--- src/rtl/spi_pkg.sv ---
// Shared definitions for the SPI register master.
//   state_t   : controller states
//   RW_READ / RW_WRITE : value of frame bit 7 selecting the access type
//   ADDR_W    : slave register address width
package spi_pkg;

    localparam int   ADDR_W   = 7;
    localparam logic RW_READ  = 1'b0;
    localparam logic RW_WRITE = 1'b1;

    typedef enum logic [1:0] {
        ST_IDLE,
        ST_SETUP,
        ST_SHIFT,
        ST_GAP
    } state_t;

endpackage

--- src/rtl/spi_reg_master_if.sv ---
// Request/response bus of the SPI register master.
//   req_valid/req_ready : handshake, transfer when both high
//   req_rw, req_addr, req_wdata : access type, slave address, write data
//   rsp_valid : one-cycle pulse at frame end
//   rsp_rdata : data captured on the last read frame
// modport master : the requester side; modport slave : the SPI master block.
interface spi_reg_master_if #(
    parameter int NBIT = 8
);
    import spi_pkg::*;

    logic              req_valid;
    logic              req_ready;
    logic              req_rw;
    logic [ADDR_W-1:0] req_addr;
    logic [NBIT-1:0]   req_wdata;
    logic              rsp_valid;
    logic [NBIT-1:0]   rsp_rdata;

    modport master (
        output req_valid, req_rw, req_addr, req_wdata,
        input  req_ready, rsp_valid, rsp_rdata
    );

    modport slave (
        input  req_valid, req_rw, req_addr, req_wdata,
        output req_ready, rsp_valid, rsp_rdata
    );

endinterface

--- src/rtl/spi_clk_div.sv ---
// Half-period tick generator for the SPI clock.
//   clk, rst : system clock, synchronous active-high reset
//   en       : count while high; counter parks at 0 while low
//   tick     : high for one cycle every DIV enabled cycles, first one on
//              the DIV-th enabled cycle
module spi_clk_div #(
    parameter int DIV = 4
) (
    input  logic clk,
    input  logic rst,
    input  logic en,
    output logic tick
);

    localparam int CNT_W = $clog2(DIV + 1);

    logic [CNT_W-1:0] cnt;

    // 0 marks the first enabled cycle, so the first load is one short of
    // the reload after a tick; terminal count is 1.
    always_ff @(posedge clk) begin
        if (rst || !en) begin
            cnt <= '0;
        end else if (cnt == '0) begin
            cnt <= CNT_W'(DIV - 1);
        end else if (cnt == CNT_W'(1)) begin
            cnt <= CNT_W'(DIV);
        end else begin
            cnt <= cnt - 1'b1;
        end
    end

    assign tick = en && (cnt == CNT_W'(1));

endmodule

--- src/rtl/spi_reg_master.sv ---
// SPI register-access master: frame = {rw, addr[6:0]} header then NBIT data
// bits, MSB first, sclk idle low, data sampled by the slave on rising sclk.
//   clk, rst   : system clock, synchronous active-high reset
//   bus        : request/response interface (slave modport)
//   sclk, mosi, cs : SPI outputs (cs active-low)
//   miso       : SPI data in
//
// state    | meaning
// ---------+---------------------------------------------------------
// ST_IDLE  | cs high, req_ready high, waiting for a request
// ST_SETUP | cs low, sclk low for 2*DIV cycles before the first bit
// ST_SHIFT | shifting 8+NBIT bits, each DIV low + DIV high cycles
// ST_GAP   | cs high for CS_GAP cycles, rsp_valid pulses on 2nd cycle
module spi_reg_master
    import spi_pkg::*;
#(
    parameter int NBIT   = 8,
    parameter int DIV    = 4,
    parameter int CS_GAP = 8
) (
    input  logic              clk,
    input  logic              rst,
    spi_reg_master_if.slave   bus,
    output logic              sclk,
    output logic              mosi,
    output logic              cs,
    input  logic              miso
);

    localparam int FRAME = 8 + NBIT;
    localparam int BIT_W = $clog2(FRAME + 1);
    localparam int GAP_W = $clog2(CS_GAP + 1);

    state_t           state;
    logic [FRAME-1:0] tx_sh;
    logic [NBIT-1:0]  rx_sh;
    logic [BIT_W-1:0] bit_cnt;
    logic [GAP_W-1:0] gap_cnt;
    logic             phase;
    logic             is_write;
    logic             rsp_pend;
    logic             div_en;
    logic             tick;

    assign div_en = (state == ST_SETUP) || (state == ST_SHIFT);

    spi_clk_div #(.DIV(DIV)) u_clk_div (
        .clk  (clk),
        .rst  (rst),
        .en   (div_en),
        .tick (tick)
    );

    always_ff @(posedge clk) begin
        if (rst) begin
            state         <= ST_IDLE;
            cs            <= 1'b1;
            sclk          <= 1'b0;
            mosi          <= 1'b0;
            bus.req_ready <= 1'b1;
            bus.rsp_valid <= 1'b0;
            bus.rsp_rdata <= '0;
            tx_sh         <= '0;
            rx_sh         <= '0;
            bit_cnt       <= '0;
            gap_cnt       <= '0;
            phase         <= 1'b0;
            is_write      <= 1'b0;
            rsp_pend      <= 1'b0;
        end else begin
            // Response is issued one cycle after cs rises.
            bus.rsp_valid <= rsp_pend;
            rsp_pend      <= 1'b0;
            if (rsp_pend && !is_write) begin
                bus.rsp_rdata <= rx_sh;
            end

            case (state)
                ST_IDLE: begin
                    cs   <= 1'b1;
                    sclk <= 1'b0;
                    mosi <= 1'b0;
                    if (bus.req_valid && bus.req_ready) begin
                        // Read frames shift zeros in the data phase.
                        tx_sh         <= {bus.req_rw, bus.req_addr,
                                          (bus.req_rw == RW_WRITE) ? bus.req_wdata : '0};
                        is_write      <= (bus.req_rw == RW_WRITE);
                        bus.req_ready <= 1'b0;
                        cs            <= 1'b0;
                        phase         <= 1'b0;
                        state         <= ST_SETUP;
                    end
                end

                ST_SETUP: begin
                    if (tick) begin
                        if (!phase) begin
                            phase <= 1'b1;
                        end else begin
                            phase   <= 1'b0;
                            mosi    <= tx_sh[FRAME-1];
                            tx_sh   <= {tx_sh[FRAME-2:0], 1'b0};
                            bit_cnt <= BIT_W'(FRAME - 1);
                            state   <= ST_SHIFT;
                        end
                    end
                end

                ST_SHIFT: begin
                    if (tick) begin
                        if (!phase) begin
                            sclk  <= 1'b1;
                            phase <= 1'b1;
                            // bit_cnt counts remaining bits; below NBIT is the data phase.
                            if (bit_cnt < BIT_W'(NBIT)) begin
                                rx_sh <= {rx_sh[NBIT-2:0], miso};
                            end
                        end else begin
                            sclk  <= 1'b0;
                            phase <= 1'b0;
                            if (bit_cnt == '0) begin
                                cs       <= 1'b1;
                                mosi     <= 1'b0;
                                rsp_pend <= 1'b1;
                                gap_cnt  <= GAP_W'(CS_GAP - 1);
                                state    <= ST_GAP;
                            end else begin
                                mosi    <= tx_sh[FRAME-1];
                                tx_sh   <= {tx_sh[FRAME-2:0], 1'b0};
                                bit_cnt <= bit_cnt - 1'b1;
                            end
                        end
                    end
                end

                ST_GAP: begin
                    if (gap_cnt == '0) begin
                        bus.req_ready <= 1'b1;
                        state         <= ST_IDLE;
                    end else begin
                        gap_cnt <= gap_cnt - 1'b1;
                    end
                end

                default: state <= ST_IDLE;
            endcase
        end
    end

endmodule

--- src/flat_wrapper.sv ---
// flat-port wrapper written by rule: the top's interface ports become plain ports
module spi_reg_master_flat import spi_pkg::*;
#(
    parameter int NBIT   = 8,
    parameter int DIV    = 4,
    parameter int CS_GAP = 8
)
  (clk, rst, sclk, mosi, cs, miso, bus_req_valid, bus_req_rw, bus_req_addr, bus_req_wdata, bus_req_ready, bus_rsp_valid, bus_rsp_rdata);
  spi_reg_master_if #(.NBIT(NBIT)) bus_i ();
  input  logic clk;
  input  logic rst;
  output logic sclk;
  output logic mosi;
  output logic cs;
  input  logic miso;
  input wire logic [$bits(bus_i.req_valid)-1:0] bus_req_valid;
  input wire logic [$bits(bus_i.req_rw)-1:0] bus_req_rw;
  input wire logic [$bits(bus_i.req_addr)-1:0] bus_req_addr;
  input wire logic [$bits(bus_i.req_wdata)-1:0] bus_req_wdata;
  output wire logic [$bits(bus_i.req_ready)-1:0] bus_req_ready;
  output wire logic [$bits(bus_i.rsp_valid)-1:0] bus_rsp_valid;
  output wire logic [$bits(bus_i.rsp_rdata)-1:0] bus_rsp_rdata;
  assign bus_i.req_valid = bus_req_valid;
  assign bus_i.req_rw = bus_req_rw;
  assign bus_i.req_addr = bus_req_addr;
  assign bus_i.req_wdata = bus_req_wdata;
  assign bus_req_ready = bus_i.req_ready;
  assign bus_rsp_valid = bus_i.rsp_valid;
  assign bus_rsp_rdata = bus_i.rsp_rdata;
  spi_reg_master #(.NBIT(NBIT), .DIV(DIV), .CS_GAP(CS_GAP)) u_core (.clk(clk), .rst(rst), .bus(bus_i), .sclk(sclk), .mosi(mosi), .cs(cs), .miso(miso));
endmodule
--- config.mk ---
export PLATFORM = sky130hd
export DESIGN_NAME = spi_reg_master_flat
export DESIGN_NICKNAME = d
export VERILOG_FILES = /design/src/rtl/spi_pkg.sv /design/src/rtl/spi_reg_master_if.sv /design/src/rtl/spi_clk_div.sv /design/src/rtl/spi_reg_master.sv /design/src/flat_wrapper.sv
export SDC_FILE = /design/constraint.sdc
export NUM_CORES = 1
export LEC_CHECK = 0
export ABC_AREA = 1
export CORE_MARGIN = 2
export CORE_UTILIZATION = 40
export DETAILED_ROUTE_END_ITERATION = 16
export PLACE_DENSITY_LB_ADDON = 0.2
export RECOVER_POWER = 50
export SYNTH_ARGS = -nofsm -noshare
export SYNTH_HDL_FRONTEND = slang
export SYNTH_SLANG_ARGS = --single-unit
--- constraint.sdc ---
create_clock -name clk -period 2.4 [get_ports clk]
set_clock_uncertainty 0.15 [all_clocks]
set_input_delay 0.36 -clock clk [delete_from_list [all_inputs] [get_ports clk]]
set_output_delay 0.36 -clock clk [all_outputs]
set_load 0.05 [all_outputs]
==> flow_metrics.tcl, run 1 <==
set metrics [dict create \
    status "complete, no violations" \
    die_area_sq_um 7080 \
    clk_latency_ns 0.31 \
    vdd_drop_max_v 0.000445 \
    hold_path_class "reg -> reg" \
    avgSynthCellArea_sq_um 7.12 \
    synth_edf_count 0 \
    yosys_register_bits 54 \
    path_cells "dlygate4sd3_1" \
    cts_buffers 5 \
    maxCapViolCount 0 \
    ys_seq_area_frac 0.421 \
    r2r-start "u_core.state[0]" \
    crit_fanout 2 \
    grt_pass1_wl_um 8690 \
    worstSetupStartpointType "register" \
    dp.cells 465 \
    antenna_cells 0 \
    post-place-ws_ns 0.419 \
    gp_congestion 0.825 \
    hold_depth 2 \
    final-hold-violation-count 0 \
    clock_path_buffers 2 \
    wire_per_inst_um 10.7 \
    r2r_setup_slack_ns 0.38 \
    synth.distinct_cells 30 \
    cts.sinks 54 \
    period_minus_slack_ns 2.06 \
    crit_required_ns 1.89 \
    ys.flop_type "dfxtp_1" \
    postRouteAntennaNets 0 \
    whs_ns 0.303 \
    max_slew_margin 0.630 \
    area_growth_pct 19.7 \
    r2r_end "u_core.tx_sh[7]" \
    cts_hold_buf 0 \
    setup.worst_path.end "cs" \
    cts_resized 0 \
    root_buffer "clkbuf_8" \
    p_sw_mw 1.34 \
    cts_max_level 2 \
    antenna_found_initial 0 \
    setup_viol_count_final 0 \
    grt-ovfl-total 0 \
    finalNetCount 425 \
    crit_buf_inv 1 \
    drc 0 \
    setup.worst_path.end_class "output pin" \
    power_density_nw_per_um2 1070 \
    synth_area_sq_um 2570 \
    cts_tree "yes" \
    fp.dieW_um 84.2 \
    critPathKind "reg -> out" \
    drive_gt1_frac 0.0707 \
    syn_inst 361 \
    drt-pass1-iter-count 4 \
    timing.fmax_mhz 487 \
    crit_family "buffers and inverters" \
    cts_setup_buffers 0 \
    grt_pass1_vias 1988 \
    fin_setup_tns_ns 0 \
    viasPerCell 4.75 \
    dieHeight_um 84.2 \
    drv_slew 0 \
    path_depth 1 \
    yosys_warnings 0 \
    pwr-share-comb 0.450 \
    cts.clk_slew.worst_paths_ns 0.10 \
    leakagePower_nw 1.43 \
    r2r_cells 8 \
    power.clock.fraction 0.193 \
    grt_setup_unrepaired "no" \
    syn-num-nets 391 \
    cp_slowest_cell "dlygate4sd3_1" \
    min_period_over_period 0.856 \
    timing.final.ws_setup_ns 0.345 \
    pwr-share-seq 0.358 \
    worst_pin_slew_ns 0.556 \
    cell_internal_pwr_mw 1.97 \
    rows 29 \
    p_sw_frac 0.404 \
    port_buffers 32 \
    dp.final_hpwl_um 3600 \
    drt_first_iter_violations 70 \
    grt.total_usage 0.148 \
    vias 2245 \
    cp-startpoint "u_core.cs" \
    slowest_delay_ns 0.87 \
    coreArea_sq_um 6280 \
    io-pin-count 33 \
    start_util 0.409 \
    synth-async-reset-ratio 0 \
    arrival_ns 1.55 \
    routed_wl_um 5040 \
    final_cells 473 \
    grt_start_max_net_pins 33 \
]
==> how the worst min path moves through the flow <==
stage	start	endpoint	slack [ns]
finish	u_core.rsp_pend	u_core.bus.rsp_valid	0.30
floorplan	u_core.rsp_pend	u_core.bus.rsp_valid	0.26
detailed placement	u_core.is_write	u_core.is_write	0.29
CTS	u_core.is_write	u_core.is_write	0.30
global route	u_core.is_write	u_core.is_write	0.33
global placement	u_core.rsp_pend	u_core.bus.rsp_valid	0.28
==> worst reg2reg max path: stages (launching register included) <==
cell and delay, ns:
dfxtp_1 0.39, inv_1 0.09, ha_1 0.39, buf_4 0.23
nor2_2 0.36, a22oi_1 0.14, nand2_1 0.10, nand2_1 0.05
nor2_1 0.09
==> synthesized netlist by cell type, drive strengths merged (5+ instances only) <==
| library cell | instances | area share |
|---|---|---|
| inv | 31 | 0.045 |
| dfxtp | 54 | 0.42 |
| buf | 9 | 0.027 |
| nand2 | 81 | 0.12 |
| ha | 10 | 0.049 |
| a22oi | 7 | 0.020 |
| a21oi | 13 | 0.025 |
| nor2 | 92 | 0.15 |
| mux2i | 7 | 0.027 |
| o21ai | 26 | 0.051 |
| nand3 | 14 | 0.029 |
| nor3 | 5 | 0.0097 |
==> cells in the final DEF, fill, tap and decap left out, types with 7 or more instances in the layout <==
cell type        Yosys  final
nand2_1             79     80
dlygate4sd3_1        0     13
dfxtp_1             54     54
clkdlybuf4s50_1      0     19
nor2_1              85     86
a21oi_1             13     13
mux2i_1              7      7
ha_1                10     10
o21ai_0             24     24
inv_1               27     27
nand3_1             13     13
a22oi_1              7      7
==> layout make-up <==
cell class,instances,area (sq um)
clock buffer,5,68.8
clock inverter,3,47.5
fill,667,3200
inverter,31,116
multi-input combinational,264,1290
sequential,54,1080
tap,77,96.3
timing repair buffer,39,379
==> flip-flops by register name, indices dropped and copies added (netlist names) <==
name and count:
u_core.tx_sh 16, u_core.bus.rsp_rdata 8, u_core.rx_sh 8, u_core.bit_cnt 5
u_core.gap_cnt 4, u_core.u_clk_div.cnt 3, u_core.state 2, u_core.bus.req_ready 1
u_core.bus.rsp_valid 1, u_core.cs 1, u_core.is_write 1, u_core.mosi 1
u_core.phase 1, u_core.rsp_pend 1, u_core.sclk 1
==> routing by layer <==
| layer | wire length [um] | up-vias | global-route usage |
|---|---|---|---|
| met5 | 0 | - | 0 |
| met4 | 73 | 0 | 0.0440 |
| met3 | 181 | 8 | 0.0374 |
| met2 | 2200 | 31 | 0.234 |
| met1 | 2590 | 984 | 0.200 |
| li1 | - | 1222 | - |
==> power by group through the flow <==
stage               Sequential [mW]  Combinational, mW  Clock (mW)
finish                         1.18               1.49       0.637
global route                   1.21               1.72       0.696
CTS                            1.18               1.51       0.666
detailed placement             1.20               1.51           0
global placement               1.20               1.48           0
floorplan                      1.24               1.19           0
==> metrics by stage <==
stage | instance area [sq um] | total power, mW | util
CTS | 3090 | 3.36 | 0.492
floorplan | 2570 | 2.43 | -
finish | 3080 | 3.30 | 0.490
global route | 3080 | 3.63 | 0.490
detailed placement | 2970 | 2.71 | 0.473
global placement | 2970 | 2.68 | 0.473
==> cells by family (layout without fill, tap and decap cells) <==
| family | count (synthesis) | in the layout | synth area share |
|---|---|---|---|
| DFF | 54 | 54 | 0.421 |
| adders and majority gates | 10 | 10 | 0.0487 |
| buffers and inverters | 43 | 78 | 0.0769 |
| AOI/OAI and AO/OA | 49 | 49 | 0.105 |
| and+or+nand+nor | 198 | 198 | 0.322 |
| muxes | 7 | 7 | 0.0273 |
Note: power is estimated with default switching activity, not from simulation.
==> inputs of run 2 (changes only) <==
--- a/config.mk
+++ b/config.mk
@@ -6,8 +6,7 @@
 export NUM_CORES = 1
 export LEC_CHECK = 0
 export ABC_AREA = 1
-export CORE_MARGIN = 2
-export CORE_UTILIZATION = 40
+export CORE_UTILIZATION = 50
 export DETAILED_ROUTE_END_ITERATION = 16
 export PLACE_DENSITY_LB_ADDON = 0.2
 export RECOVER_POWER = 50
==> run 2 against run 1 <==
Effect of this change:
- utilization is 13 points higher
- critical path depth unchanged
- sequential share of layout area increased by 0.71 points
- highest routed layer unchanged
==> flow_metrics.tcl, run 2 (synthesis results as in run 1) <==
set metrics [dict create \
    setup_viol_count_final 0 \
    io-pin-count 33 \
    grt_pass1_vias 1934 \
    final-hold-violation-count 0 \
    path_cells "clkdlybuf4s50_1" \
    gp_congestion 0.839 \
    drt-pass1-iter-count 4 \
    power.clock.fraction 0.159 \
    grt_setup_unrepaired "no" \
    design_area_sq_um 3010 \
    grt_pass1_wl_um 8290 \
    period_minus_slack_ns 2.05 \
    cts_hold_buf 0 \
    port_buffers 32 \
    clk_latency_ns 0.30 \
    area_growth_pct 17.3 \
    crit_buf_inv 1 \
    wire_per_inst_um 10.3 \
    dieHeight_um 73.7 \
    cts_resized 0 \
    cts_max_level 2 \
    drv_slew 0 \
    power_density_nw_per_um2 1040 \
    leakagePower_nw 1.38 \
    total_power_mw 3.15 \
    pwr-share-seq 0.376 \
    grt-ovfl-total 0 \
    grt_start_max_net_pins 35 \
    drc 0 \
    cell_internal_pwr_mw 1.84 \
    setup.worst_path.end_class "output pin" \
    rows 25 \
    cp_slowest_cell "clkdlybuf4s50_1" \
    drive_gt1_frac 0.0609 \
    dp.final_hpwl_um 3400 \
    postRouteAntennaNets 0 \
    maxCapViolCount 0 \
    cts.clk_slew.worst_paths_ns 0.10 \
    p_sw_mw 1.30 \
    largest_reg_flops 16 \
    root_buffer "clkbuf_8" \
    routed_wl_um 4730 \
    dpl_cell_area_sq_um 2960 \
    worstSetupStartpointType "register" \
    fin_setup_tns_ns 0 \
    cts_tree "yes" \
    groute.layer.met1.usage 0.264 \
    clock_path_buffers 2 \
    reg_top3 "u_core.tx_sh: 16 flops, u_core.bus.rsp_rdata: 8 flops, u_core.rx_sh: 8 flops" \
    vdd_drop_max_v 0.000545 \
    grt.total_usage 0.195 \
    crit_fanout 5 \
    regMostFlops "u_core.tx_sh" \
    cts_setup_buffers 0 \
    antenna_found_initial 0 \
    critPathKind "reg -> out" \
    drt_first_iter_violations 141 \
    p_sw_frac 0.414 \
    worst_pin_slew_ns 0.585 \
    cts.sinks 54 \
    slowest_delay_ns 0.83 \
    arrival_ns 1.54 \
    pwr-share-comb 0.464 \
    antenna_cells 0 \
    fp.dieW_um 73.7 \
    hold_path_class "reg -> reg" \
    grt.busiest_layer "met2" \
    vias 2231 \
    finalNetCount 423 \
    min_period_over_period 0.853 \
    start_util 0.530 \
    crit_family "buffers and inverters" \
    die_area_sq_um 5430 \
    globalRouteMet2Util 0.317 \
    max_slew_margin 0.610 \
    cts_buffers 5 \
    mostFrequentLayoutCells "86 x nor2_1, 79 x nand2_1, 54 x dfxtp_1" \
    grt.met3_usage 0.0508 \
    final_common_cell "nor2_1" \
    coreArea_sq_um 4850 \
    timing.fmax_mhz 488 \
    viasPerCell 4.84 \
    status "complete, no violations" \
    crit_required_ns 1.89 \
]
-- run 2: metal layers --
layer | up-vias | share of wire
met5 | - | 0
li1 | 1214 | -
met1 | 980 | 0.51
met4 | 0 | 0.0034
met2 | 34 | 0.45
met3 | 3 | 0.037
-- run 2: final timing paths --
path                             start                 endpoint  slack [ns]  cells past startpoint
setup reg to reg       u_core.state[1]  u_core.u_clk_div.cnt[2]        0.38                      7
hold / removal         u_core.rsp_pend     u_core.bus.rsp_valid        0.29                      2
setup / recovery  u_core.bus.req_ready            bus_req_ready        0.35                      1
hold reg to reg        u_core.rsp_pend     u_core.bus.rsp_valid        0.29                      2
-- run 2: power groups by stage --
stage / Clock (mW) / Sequential (mW) / Combinational, mW
floorplan: 0 / 1.24 / 1.19
global placement: 0 / 1.20 / 1.47
detailed placement: 0 / 1.21 / 1.49
CTS: 0.518 / 1.19 / 1.50
global route: 0.552 / 1.22 / 1.68
finish: 0.502 / 1.18 / 1.46
-- run 2: per-stage QoR --
stage | setup WS [ns] | util | hold slack, ns | cells
CTS | 0.344 | 0.628 | 0.287 | 461
detailed placement | 0.450 | 0.610 | 0.273 | 453
global route | 0.196 | 0.622 | 0.309 | 461
floorplan | 0.684 | - | 0.261 | 361
finish | 0.352 | 0.622 | 0.286 | 461
global placement | 0.493 | 0.610 | 0.272 | 453
-- run 2: cell type report --
cell class	count	area (sq um)
clock buffer	5	68.8
clock inverter	3	21.3
fill	457	1830
inverter	31	116
multi-input combinational	264	1280
sequential	54	1080
tap	67	83.8
timing repair buffer	37	360
